--- config.mk ---
export PLATFORM = sky130hd
export DESIGN_NAME = bus_master_serializer
export DESIGN_NICKNAME = d
export VERILOG_FILES = /design/src/rtl/bus_master_serializer.sv
export SDC_FILE = /design/constraint.sdc
export NUM_CORES = 1
export LEC_CHECK = 0
export CAP_MARGIN = 40
export CORE_UTILIZATION = 25
export DETAILED_ROUTE_END_ITERATION = 12
export DONT_BUFFER_PORTS = 1
export SLEW_MARGIN = 20
export SYNTH_ARGS = -nofsm -noshare
export SYNTH_HDL_FRONTEND = slang
export SYNTH_SLANG_ARGS = --single-unit
--- constraint.sdc ---
create_clock -name clk -period 2.5 [get_ports clk]
set_clock_uncertainty 0.05 [all_clocks]
set_input_delay 0.5 -clock clk [delete_from_list [all_inputs] [get_ports clk]]
set_output_delay 0.5 -clock clk [all_outputs]
set_load 0.01 [all_outputs]
--- src/rtl/bus_master_serializer.sv ---
// Master-side serial bus front end: arbitrates for the bus, shifts out a transaction address
// LSB first, then shifts out write data or collects serial read data with an idle timeout.
module bus_master_serializer #(
  parameter int unsigned ADDR_WIDTH     = 16,
  parameter int unsigned DATA_WIDTH     = 8,
  parameter int unsigned TIMEOUT_CYCLES = 64
) (
  input  logic                  clk,
  input  logic                  rst,
  input  logic                  start,
  input  logic                  rw,
  input  logic [ADDR_WIDTH-1:0] addr,
  input  logic [DATA_WIDTH-1:0] wdata,
  output logic                  busy,
  output logic                  done,
  output logic                  err,
  output logic [DATA_WIDTH-1:0] rdata,
  output logic                  bus_req,
  input  logic                  bus_grant,
  output logic                  bus_data_out,
  output logic                  bus_data_out_valid,
  output logic                  bus_mode,
  output logic                  bus_rw,
  input  logic                  rdata_in,
  input  logic                  rdata_in_valid
);

  localparam int unsigned MaxW  = (ADDR_WIDTH > DATA_WIDTH) ? ADDR_WIDTH : DATA_WIDTH;
  localparam int unsigned CntW  = $clog2(MaxW);
  localparam int unsigned AIdxW = $clog2(ADDR_WIDTH);
  localparam int unsigned DIdxW = $clog2(DATA_WIDTH);
  localparam int unsigned TmoW  = $clog2(TIMEOUT_CYCLES + 1);

  typedef enum logic [2:0] {
    StIdle,
    StReq,
    StAddr,
    StWdata,
    StRdata,
    StDone
  } state_e;

  state_e                state;
  logic                  rw_l;
  logic [ADDR_WIDTH-1:0] addr_l;
  logic [DATA_WIDTH-1:0] wdata_l;
  logic [DATA_WIDTH-1:0] rdata_sh;
  logic [CntW-1:0]       cnt;
  logic [TmoW-1:0]       tmo;

  logic [CntW-1:0]       cnt_inc;
  logic                  addr_last;
  logic                  data_last;
  logic [TmoW-1:0]       tmo_inc;
  logic                  tmo_hit;
  logic [DATA_WIDTH-1:0] rdata_fill;

  assign cnt_inc   = cnt + CntW'(1);
  assign addr_last = (cnt == CntW'(ADDR_WIDTH - 1));
  assign data_last = (cnt == CntW'(DATA_WIDTH - 1));
  // Saturating idle counter; reaching the limit aborts the read.
  assign tmo_inc   = (tmo == TmoW'(TIMEOUT_CYCLES)) ? tmo : tmo + TmoW'(1);
  assign tmo_hit   = (tmo_inc == TmoW'(TIMEOUT_CYCLES));

  // Shift register with the bit arriving this cycle merged in, so rdata is valid with done.
  always_comb begin
    rdata_fill = rdata_sh;
    rdata_fill[cnt[DIdxW-1:0]] = rdata_in;
  end

  always_ff @(posedge clk) begin
    if (rst) begin
      state              <= StIdle;
      rw_l               <= 1'b0;
      addr_l             <= '0;
      wdata_l            <= '0;
      rdata_sh           <= '0;
      cnt                <= '0;
      tmo                <= '0;
      busy               <= 1'b0;
      done               <= 1'b0;
      err                <= 1'b0;
      rdata              <= '0;
      bus_req            <= 1'b0;
      bus_data_out       <= 1'b0;
      bus_data_out_valid <= 1'b0;
      bus_mode           <= 1'b0;
      bus_rw             <= 1'b0;
    end else begin
      done <= 1'b0;
      err  <= 1'b0;
      unique case (state)
        StIdle: begin
          if (start) begin
            rw_l     <= rw;
            addr_l   <= addr;
            wdata_l  <= wdata;
            rdata_sh <= '0;
            busy     <= 1'b1;
            bus_req  <= 1'b1;
            bus_rw   <= rw;
            state    <= StReq;
          end
        end

        StReq: begin
          if (bus_grant) begin
            state              <= StAddr;
            cnt                <= '0;
            bus_data_out       <= addr_l[0];
            bus_data_out_valid <= 1'b1;
            bus_mode           <= 1'b0;
          end
        end

        StAddr: begin
          if (addr_last) begin
            cnt      <= '0;
            bus_mode <= 1'b1;
            if (rw_l) begin
              state        <= StWdata;
              bus_data_out <= wdata_l[0];
            end else begin
              state              <= StRdata;
              tmo                <= '0;
              bus_data_out       <= 1'b0;
              bus_data_out_valid <= 1'b0;
            end
          end else begin
            cnt          <= cnt_inc;
            bus_data_out <= addr_l[cnt_inc[AIdxW-1:0]];
          end
        end

        StWdata: begin
          if (data_last) begin
            state              <= StDone;
            done               <= 1'b1;
            bus_req            <= 1'b0;
            bus_data_out       <= 1'b0;
            bus_data_out_valid <= 1'b0;
            bus_mode           <= 1'b0;
          end else begin
            cnt          <= cnt_inc;
            bus_data_out <= wdata_l[cnt_inc[DIdxW-1:0]];
          end
        end

        StRdata: begin
          // A valid bit always takes priority over the timeout.
          if (rdata_in_valid) begin
            rdata_sh <= rdata_fill;
            cnt      <= cnt_inc;
            tmo      <= '0;
            if (data_last) begin
              state    <= StDone;
              done     <= 1'b1;
              rdata    <= rdata_fill;
              bus_req  <= 1'b0;
              bus_mode <= 1'b0;
            end
          end else begin
            tmo <= tmo_inc;
            if (tmo_hit) begin
              state    <= StDone;
              done     <= 1'b1;
              err      <= 1'b1;
              rdata    <= '0;
              bus_req  <= 1'b0;
              bus_mode <= 1'b0;
            end
          end
        end

        StDone: begin
          state  <= StIdle;
          busy   <= 1'b0;
          bus_rw <= 1'b0;
        end

        default: state <= StIdle;
      endcase
    end
  end

endmodule
==> results of run 1 <==
state kept, by name, indices dropped and copies added, names as in the netlist, 3 cells and up:
name / count
addr_l: 16
cnt: 4
rdata: 8
rdata_sh: 8
state: 3
tmo: 7
wdata_l: 8
synthesized netlist by cell type (3+ instances only):
| cell type | number | share of area (%) |
|---|---|---|
| xnor2_1 | 4 | 1.1 |
| nor2_1 | 45 | 5.4 |
| nor3b_1 | 4 | 0.96 |
| inv_1 | 4 | 0.48 |
| nand3_1 | 6 | 0.96 |
| mux2i_1 | 10 | 3.2 |
| buf_2 | 6 | 0.96 |
| nor2b_1 | 4 | 0.80 |
| o2bb2ai_1 | 8 | 2.2 |
| clkbuf_1 | 22 | 2.6 |
| o21ai_0 | 11 | 1.8 |
| a21oi_2 | 3 | 0.84 |
| dfxtp_1 | 63 | 40 |
| a211oi_1 | 3 | 0.72 |
| a31oi_1 | 10 | 2.0 |
| nor3_1 | 7 | 1.1 |
| and3_1 | 3 | 0.60 |
| nand2_1 | 65 | 7.8 |
| nand3b_1 | 5 | 1.2 |
| mux4_2 | 7 | 5.0 |
| ha_1 | 3 | 1.2 |
| a21oi_1 | 48 | 7.6 |
| nand2b_1 | 5 | 1.0 |
metrics by stage:
step / cells / hold WS [ns] / power (mW) / worst slack [ns] / cell area, µm²
after CTS: 550 / 0.181 / 3.25 / 0.228 / 3650
after floorplan: 384 / 0.383 / 1.69 / 0.347 / 3140
after global placement: 535 / 0.391 / 1.83 / 0.316 / 3320
after global routing: 550 / 0.182 / 3.41 / 0.128 / 3650
final: 550 / 0.199 / 3.21 / 0.258 / 3650
after detailed placement: 535 / 0.393 / 1.84 / 0.243 / 3320
logic make-up after synthesis:
family                   share of synthesized area [%]
AND/OR/NAND/NOR                                   23.7
AO/OA/AOI/OAI                                     19.7
flip-flops                                        40.1
buffers and inverters                             4.90
multiplexers                                      8.68
XOR/XNOR                                          1.67
adder cells (fa/ha/maj)                           1.19
per-layer routing:
layer  share of wire [%]  vias to the layer above  wire length [µm]
li1                    -                     1337                 -
met1                  45                     1260              3490
met2                  44                       72              3400
met3                 7.1                       17               548
met4                 3.2                        0               245
met5                   0                        -                 0
worst max-delay path by stage:
stage / cells after the start / end / slack (ns) / start
after detailed placement: 6 / bus_data_out$_SDFFE_PP0P_ / 0.24 / cnt[0]$_SDFFE_PP0P_
after CTS: 6 / bus_data_out$_SDFFE_PP0P_ / 0.23 / cnt[0]$_SDFFE_PP0P_
after global placement: 6 / bus_data_out$_SDFFE_PP0P_ / 0.32 / cnt[0]$_SDFFE_PP0P_
final: 6 / bus_data_out$_SDFFE_PP0P_ / 0.26 / cnt[0]$_SDFFE_PP0P_
after floorplan: 7 / bus_data_out$_SDFFE_PP0P_ / 0.35 / cnt[0]$_SDFFE_PP0P_
after global routing: 6 / bus_data_out$_SDFFE_PP0P_ / 0.13 / cnt[1]$_SDFFE_PP0P_
power groups by stage:
stage	clock (mW)	sequential, mW	combinational, mW
4_1_cts	1.43	1.23	0.591
3_3_place_gp	0	1.26	0.577
3_5_place_dp	0	1.26	0.587
2_1_floorplan	0	1.20	0.498
5_1_grt	1.48	1.25	0.673
6_report	1.39	1.23	0.586
final cells by class:
class                   instances  area, µm²
clock buffers                  11        233
repair buffers                 14        105
well taps                     168        210
fillers                      1315       8460
flip-flops and latches         63       1260
multi-input cells             286       1730
clock inverters                 4       95.1
inverters                       4       15.0
placed cells by master (no fill, tap or decap), types with 3 or more instances in the layout:
| master | count |
|---|---|
| xnor2_1 | 4 |
| a211oi_1 | 3 |
| mux4_2 | 7 |
| buf_4 | 14 |
| nor3_1 | 7 |
| dfxtp_1 | 63 |
| nor2b_1 | 4 |
| o21ai_0 | 11 |
| nand3_1 | 6 |
| a21oi_1 | 48 |
| a21oi_2 | 3 |
| a31oi_1 | 10 |
| ha_1 | 3 |
| bufinv_16 | 3 |
| nand2b_1 | 5 |
| nor2_1 | 45 |
| o2bb2ai_1 | 8 |
| clkbuf_16 | 9 |
| and3_1 | 3 |
| nand3b_1 | 5 |
| nand2_1 | 65 |
| inv_1 | 4 |
| nor3b_1 | 4 |
| mux2i_1 | 10 |
==> results.md, run 1 <==
* Iteration-0 DRC Markers at around 160
* TNS Setup at 0 ns
* Ys async rst share at 0%
* Antenna viol nets, final at 0
* Cell variety after synth at 50
* Residual DRC count at 0
* Post_cts resized at 0
* Initial Utilization at between 20% and 30%
* Largest delay share family, worst path: multiplexers
* Synthesized area per cell at approximately 8.2 µm²
* FP Rows at 40
* Minimum clock period at ~2.2 ns
* First-pass GRT wire length at around 13000 µm
* Reg-to-reg critical path endpoint: bus_data_out$_SDFFE_PP0P_
* Vias per cell at approximately 4.9
* Slew HR at 61.7%
* Die Ht at between 100 and 150 µm
* DR pass1 iterations at 4
* TritonCTS clock tree: done
* Max VDD drop at 0.397 mV
* Crit path DAT at 2.40 ns
* CTS clk-pin slew, worst paths at around 0.050 ns
* Die area at between 10000 and 15000 µm²
* M2 GR Usage at a little under 20%
* Core Util, Final at a little under a third
* Nets@finish at between 400 and 500
* Peak Freq at 446 MHz
* Outcome: complete, no violations
* Number of enable flip-flop cells after synthesis at 0
* Die Width at roughly 110 µm
* Net Count, Synth at 418
* WP buf/inv at 0
* RD Place Congestion at a little over 0.8
* CP startpoint kind: flop
* Root Driver: clkbuf_16
* Max-cap violations at 0
* FF-to-FF Start: cnt[0]$_SDFFE_PP0P_
* Clk sinks at 63
* I/O Buffers at 0
* Sw Share at approximately 28%
* Number of global-route vias before repair at 2677
* Post-Route WL at between 7000 and 8000 µm
* GR peak layer: met2
* Met3 Resource Use GR at approximately 5.4%
* Sequential fraction of the synthesis area at 40.1%
* Switch Pwr at 889 µW
* Layout cells sized above 1 at a little under an eighth
* Layout area overhead at 16.0%
* Crit path top cell by count: mux4_2
* Critical Path RT at between 2 and 3 ns
* Slowest cell delay on critical path at approximately 0.54 ns
* Pwr/cell area at 881 nW/µm²
* Largest fanout on the critical path at 5
* Min-delay worst type: in2reg
* Core Box Area at around 12000 µm²
* Cell Int Power at 2.32 mW
* Final hold vios at 0
* Htree depth at 3
* Post-CTS Setup Bufs at 0
* Max-slew violations at 0
* Syn Inst Count at ~380
* WL/cell at 14.0 µm
* Vias at approximately 2700
* Hold path cells at 1
* Period utilization at around 90%
* Sequential Power Share at 38.4%
* Global route total overflow at 0
* Measured slew at the worst slew-check pin at about 0.57 ns
* WHS Endpoint: tmo[2]$_SDFFE_PP0P_
* Hold Startpoint: rst
* GRT met1 Usage at between 15 and 20%
* Slowest-stage cell, CP: mux4_2
* Antenna diodes at 0
* Hold_buf cts at 0
* Deepest clock path buffer count at 2
* Ys Warns at 0
* Ys flop type: dfxtp_1
* # setup viols final at 0
* CTS buffer count at 9
* Mapped cell area at 3140 µm²
* Leak pwr at between 1 and 1.5 nW
* #FFs+latches synth at 63
* R2R Setup Slk at between 0.2 and 0.3 ns
* Global Route Usage Sum at between 10% and 20%
* Initial antenna violation count at 0
* Reg2reg path depth at 6
* Clk pwr share at between 40% and 50%
* Largest net degree at the start of global routing at 60
* Clk_lat worst skew at ~0.33 ns
* I/O pin count at between 40 and 50
* RSZ-0062 raised after global routing: no
* CP Class: reg2reg
* Logic pwr share at a little under a fifth
* HPWL after DPL at between 5000 and 6000 µm
* Worst setup EP type: flop
* CP cell instances: ha_1 > mux4_2 > mux4_2 > a21oi_1 > or3_1 > a211oi_1
No activity file was read; power rests on OpenSTA's default activity.
==> inputs of run 2 (changes only) <==
Settings changed: CTS_BUF_LIST set to sky130_fd_sc_hd__clkbuf_2.
==> run 2 against run 1 <==
Power is 18% lower. Utilization fell by 1.1 points. Flip-flop and latch count is the same. Via count is 0.22% higher. Clock-buffer cell count is the same. Critical path depth unchanged. Register-to-register slack worse by 0.06 ns. Clock power fell by 43%. Setup slack worse by 0.061 ns. Critical endpoint is now wdata_l[5]$_SDFFE_PP0P_. Highest routed layer unchanged.
==> results.md, run 2 (synthesized netlist as in run 1, its figures left out) <==
* Most frequent cells in the layout: 64 x nand2_1, 63 x dfxtp_1, 48 x a21oi_1, 45 x nor2_1, 14 x buf_4
* Vias at roughly 2700
* Number of global-route vias before repair at around 2700
* Setup slack after layout at a little under 0.2 ns
* WHS Endpoint: wdata_l[3]$_SDFFE_PP0P_
* Hold Startpoint: wdata[3]
* CTS buffer count at 9
* Period utilization at 92.2%
* I/O Buffers at 0
* Place WS at 0.243 ns
* Largest net degree at the start of global routing at 53
* Hold path cells at 2
* Top register by number of flip-flops: addr_l
* Reg2reg path depth at 6
* Core Box Area at between 10000 and 15000 µm²
* Met3 Resource Use GR at approximately 4.5%
* CP Class: reg2reg
* Root Driver: clkbuf_2
* Fin cells at roughly 550
* Measured slew at the worst slew-check pin at 0.592 ns
* Outcome: complete, no violations
* Hold Slack at slightly below 0.06 ns
* Critical Path RT at 2.91 ns
* Minimum clock period at roughly 2.3 ns
* Die area at ~13000 µm²
* Die Width at around 110 µm
* Iteration-0 DRC Markers at 150
* WL/cell at approximately 14 µm
* Antenna viol nets, final at 0
* Initial Utilization at 26.0%
* Dpl cells at 535
* I/O pin count at 47
* TritonCTS clock tree: done
* Max VDD drop at 0.350 mV
* Placement Cell Area at 3320 µm²
* Initial antenna violation count at 0
* First-pass GRT wire length at between 10000 and 15000 µm
* Die Ht at 114 µm
* Layout area overhead at 11.8%
* Global Route Usage Sum at 13.0%
* Htree depth at 3
* RD Place Congestion at about 0.80
* GRT met1 Usage at between 10% and 20%
* Max-cap violations at 0
* Fin area at 3510 µm²
* Pwr/cell area at roughly 750 nW/µm²
* TNS Setup at 0 ns
* Leak pwr at 1.23 nW
* Nets@finish at roughly 420
* Clk sinks at 63
* Largest fanout on the critical path at 18
* R2R Setup Slk at between 0.15 and 0.2 ns
* Peak Freq at ~430 MHz
* GR peak layer: met2
* Reg-to-reg critical path endpoint: wdata_l[5]$_SDFFE_PP0P_
* Max-slew violations at 0
* Total power at about 2.6 mW
* Final hold vios at 0
* Vias per cell at 4.87
* CTS clk-pin slew, worst paths at approximately 0.18 ns
* CP startpoint kind: flop
* Slew HR at 60.3%
* Filler Cells Inserted at roughly 1300
* Deepest clock path buffer count at 2
* HPWL after DPL at around 5400 µm
* Post-Route WL at 7780 µm
* Core Util, Final at 29.0%
* FP Rows at 40
* Global route total overflow at 0
* Residual DRC count at 0
* # setup viols final at 0
* Worst setup EP type: flop
* Min-delay worst type: in2reg
* Crit path DAT at about 2.7 ns
* Layout cells sized above 1 at around an eighth
* DR pass1 iterations at 4
* Max FFs per register at 16
* Clk_lat worst skew at about 0.5 ns
* Antenna diodes at 0
* RSZ-0062 raised after global routing: no
* Commonest non-fill, non-tap cell in the layout: nand2_1
* FF-to-FF Start: state[1]$_SDFFE_PP0P_
* M2 GR Usage at 19.8%
-- run 2: cell types whose count changed in the layout (fill, tap and decap cells not counted), sizes merged --
cell / before / now
dlygate4sd3: 0 / 2
buf: 14 / 15
-- run 2: timing repair --
action,CTS,global route
resized for setup,0,2
setup endpoints to repair,0,1
hold buffers,2,1
buffers inserted,0,0
endpoints found under the hold margin,52,1
-- run 2: cell type report --
type	instances	area [µm²]	share of cell area, %
sequential	63	1260	35.9
tap	168	210	5.98
multi-input combinational	286	1730	49.3
timing repair buffer	17	145	4.13
clock inverter	4	95.1	2.71
clock buffer	11	55.1	1.57
inverter	4	15.0	0.427
-- run 2: where the power goes --
group	switching [mW]	internal, mW
sequential	0.115	1.12
combinational	0.366	0.249
clock	0.364	0.434
total	0.846	1.80
-- run 2: how the worst max path moves through the flow --
| stage | startpoint | to | slack, ns | cells after the start |
|---|---|---|---|---|
| 6_report | state[1]$_SDFFE_PP0P_ | wdata_l[5]$_SDFFE_PP0P_ | 0.20 | 6 |
| 5_1_grt | state[1]$_SDFFE_PP0P_ | wdata_l[5]$_SDFFE_PP0P_ | 0.006 | 6 |
| 4_1_cts | state[1]$_SDFFE_PP0P_ | wdata_l[5]$_SDFFE_PP0P_ | 0.1 | 6 |
| 3_5_place_dp | cnt[0]$_SDFFE_PP0P_ | bus_data_out$_SDFFE_PP0P_ | 0.24 | 6 |
| 3_3_place_gp | cnt[0]$_SDFFE_PP0P_ | bus_data_out$_SDFFE_PP0P_ | 0.32 | 6 |
| 2_1_floorplan | cnt[0]$_SDFFE_PP0P_ | bus_data_out$_SDFFE_PP0P_ | 0.35 | 7 |
-- run 2: layer usage --
metal  up-vias  wire length [µm]
met5         -                 0
met4         0               217
met3        17               508
met2        85              3450
met1      1252              3600
li1       1338                 -
-- run 2: worst max-delay path: stages (launching register included) --
cell and delay [ns]:
dfxtp_1 0.69, nor2_1 0.21, nand2_2 0.30, buf_4 0.22, nand2_1 0.06, a21oi_1 0.15, dlygate4sd3_1 0.57
==> inputs of run 3 (changes only) <==
Settings changed: CORE_UTILIZATION 25 to 59, CTS_CLUSTER_SIZE set to 16, PLACE_DENSITY set to 0.78.
Clock period 2.5 ns to 2 ns, I/O delays scaled along.
==> run 3 against run 2 <==
The run now ends with setup timing left. Combinational power is 57% higher. Global-route usage increased by 15 points. Via count increased by 12%. Final cell count shrank 8.1%. Clock power grew 16%. Critical path depth unchanged. Hold slack worse by 0.0083 ns.
==> results.md, run 3 (synthesized netlist as in run 1, its figures left out) <==
* Outcome: finished with violations
* Failing checks: setup timing
* I/O pin count at 47
* Sequential Power Share at between 40% and 50%
* Global route total overflow at 0
* Clk pwr share at 27.1%
* Worst setup EP type: flop
* Max-cap violations at 0
* Core Util, Final at between 70% and 80%
* Crit path DAT at approximately 2.5 ns
* Commonest non-fill, non-tap cell in the layout: nand2_1
* Slew HR at between 60% and 70%
* Critical Path RT at roughly 2.4 ns
* Residual DRC count at 0
* Crit path launch: cnt[1]$_SDFFE_PP0P_
* DR pass1 iterations at 5
* FF-to-FF Start: cnt[1]$_SDFFE_PP0P_
* Max-slew violations at 0
* Switch Pwr at around 1.2 mW
* FP Rows at 26
* Core Box Area at approximately 5100 µm²
* Minimum clock period at 2.13 ns
* Cell Int Power at 2.23 mW
* Slowest cell delay on critical path at 0.52 ns
* WL/cell at 16.2 µm
* Layout area overhead at 25.5%
* Deepest clock path buffer count at 2
* CP cell instances: ha_4 > mux4_2 > mux4_2 > a21oi_2 > or3_1 > a211oi_1
* Storage cell area at 1270 µm²
* Min-delay worst type: in2reg
* Number of global-route vias before repair at approximately 2500
* Post-Route WL at around 8200 µm
* Slowest-stage cell, CP: mux4_2
* Vias per cell at roughly 5.9
* Initial antenna violation count at 0
* Largest fanout on the critical path at 5
* Area of the multi-input gates at about 1800 µm²
* Pwr/cell area at 866 nW/µm²
* Antenna diodes at 0
* Placement Cell Area at 3400 µm²
* CP Class: reg2reg
* Largest net degree at the start of global routing at 60
* HPWL after DPL at approximately 5100 µm
* Setup slack after layout at -0.131 ns
* Htree depth at 3
* Place WS at -0.0831 ns
* Max FFs per register at 16
* Clk sinks at 63
* CP startpoint kind: flop
* CTS clk-pin slew, worst paths at 0.21 ns
* TNS Setup at -0.695 ns
* Initial Utilization at a little over 60%
* Hold Startpoint: rdata_in
* Final hold vios at 0
* Global Route Usage Sum at 28.3%
* Layout cells sized above 1 at 21.9%
* Iteration-0 DRC Markers at 252
* Die Width at ~75 µm
* Total power at approximately 3.4 mW
* Nets@finish at roughly 470
* Fin area at a little under 4000 µm²
* Die area at between 5000 and 6000 µm²
* I/O Buffers at 0
* RSZ-0062 raised after global routing: yes
* First-pass GRT wire length at 11900 µm
* Period utilization at 107%
* Root Driver: clkbuf_2
* Sw Share at about a third
* Top register by number of flip-flops: addr_l
* TritonCTS clock tree: done
* CTS buffer count at 9
* Most frequent cells in the layout: 65 x nand2_1, 56 x dfxtp_1, 46 x a21oi_1, 43 x nor2_1, 39 x buf_4
* Measured slew at the worst slew-check pin at between 0.5 and 0.6 ns
* Max VDD drop at around 0.64 mV
* Clk_lat worst skew at about 0.5 ns
* # setup viols final at 10
* RD Place Congestion at between 0.8 and 0.9
* Crit path top cell by count: mux4_2
* Peak Freq at around 470 MHz
* Leak pwr at ~1.5 nW
* Antenna viol nets, final at 0
* Logic pwr share at approximately 28%
* Filler Cells Inserted at approximately 380
* Vias at roughly 3000
* Die Ht at approximately 75 µm
[run 3: cell count changes in the layout (fill, tap and decap cells not counted), moves of 7 or more]
cell	delta
buf_4	+25
dfxtp_1	-7
dfxtp_2	+7
dlygate4sd3_1	+26
o2bb2ai_1	-8
o2bb2ai_2	+8
[run 3: worst max-delay path, delay by kind of cell, from the launching register on]
family                   cells  cell delay [ns]
AND/OR/NAND/NOR              1             0.11
AO/OA/AOI/OAI                2             0.18
adder cells (fa/ha/maj)      1             0.31
multiplexers                 2             1.01
flip-flops                   1             0.39
[run 3: repair_timing]
item                                   4_1_cts  5_1_grt
hold buffers                                 1       28
buffers inserted                             3        0
setup endpoints to repair                   10       15
pin swaps                                    2        0
gates resized for setup                     11        7
endpoints found under the hold margin       53       53
[run 3: metal layers]
metal | vias to the layer above | track usage, % | share of wire, %
met1 | 1424 | 38.9 | 43
met2 | 136 | 43.2 | 48
met5 | - | 0 | 0
met4 | 0 | 8.60 | 1.5
li1 | 1445 | - | -
met3 | 13 | 7.90 | 7.1
[run 3: path summary, 6_finish.rpt]
| check | endpoint | slack (ns) | depth (start not counted) |
|---|---|---|---|
| max | bus_data_out$_SDFFE_PP0P_ | -0.13 | 6 |
| min | rdata[6]$_SDFFE_PP0P_ | 0.05 | 2 |
| max reg2reg | bus_data_out$_SDFFE_PP0P_ | -0.13 | 6 |
| min reg2reg | wdata_l[6]$_SDFFE_PP0P_ | 0.42 | 2 |
[run 3: power by group through the flow]
| stage | Clock, mW | Sequential (mW) | Combinational, mW |
|---|---|---|---|
| 6_report | 0.924 | 1.53 | 0.966 |
| 5_1_grt | 0.985 | 1.54 | 1.05 |
| 4_1_cts | 0.930 | 1.52 | 0.860 |
| 3_5_place_dp | 0 | 1.54 | 0.839 |
| 3_3_place_gp | 0 | 1.54 | 0.818 |
| 2_1_floorplan | 0 | 1.50 | 0.627 |
[run 3: through the flow]
| step | instances | hold WS, ns |
|---|---|---|
| floorplan | 384 | 0.383 |
| finish | 508 | 0.0511 |
| detailed placement | 460 | 0.394 |
| CTS | 480 | -0.141 |
| global route | 508 | 0.0174 |
| global placement | 460 | 0.386 |
[run 3: final cells by class]
class                      count  share of cell area (%)
clock buffer                   9                    1.14
clock inverter                 7                    2.38
inverter                       4                   0.381
multi-input combinational    286                    46.2
sequential                    63                    32.2
tap                           70                    2.22
timing repair buffer          69                    15.5
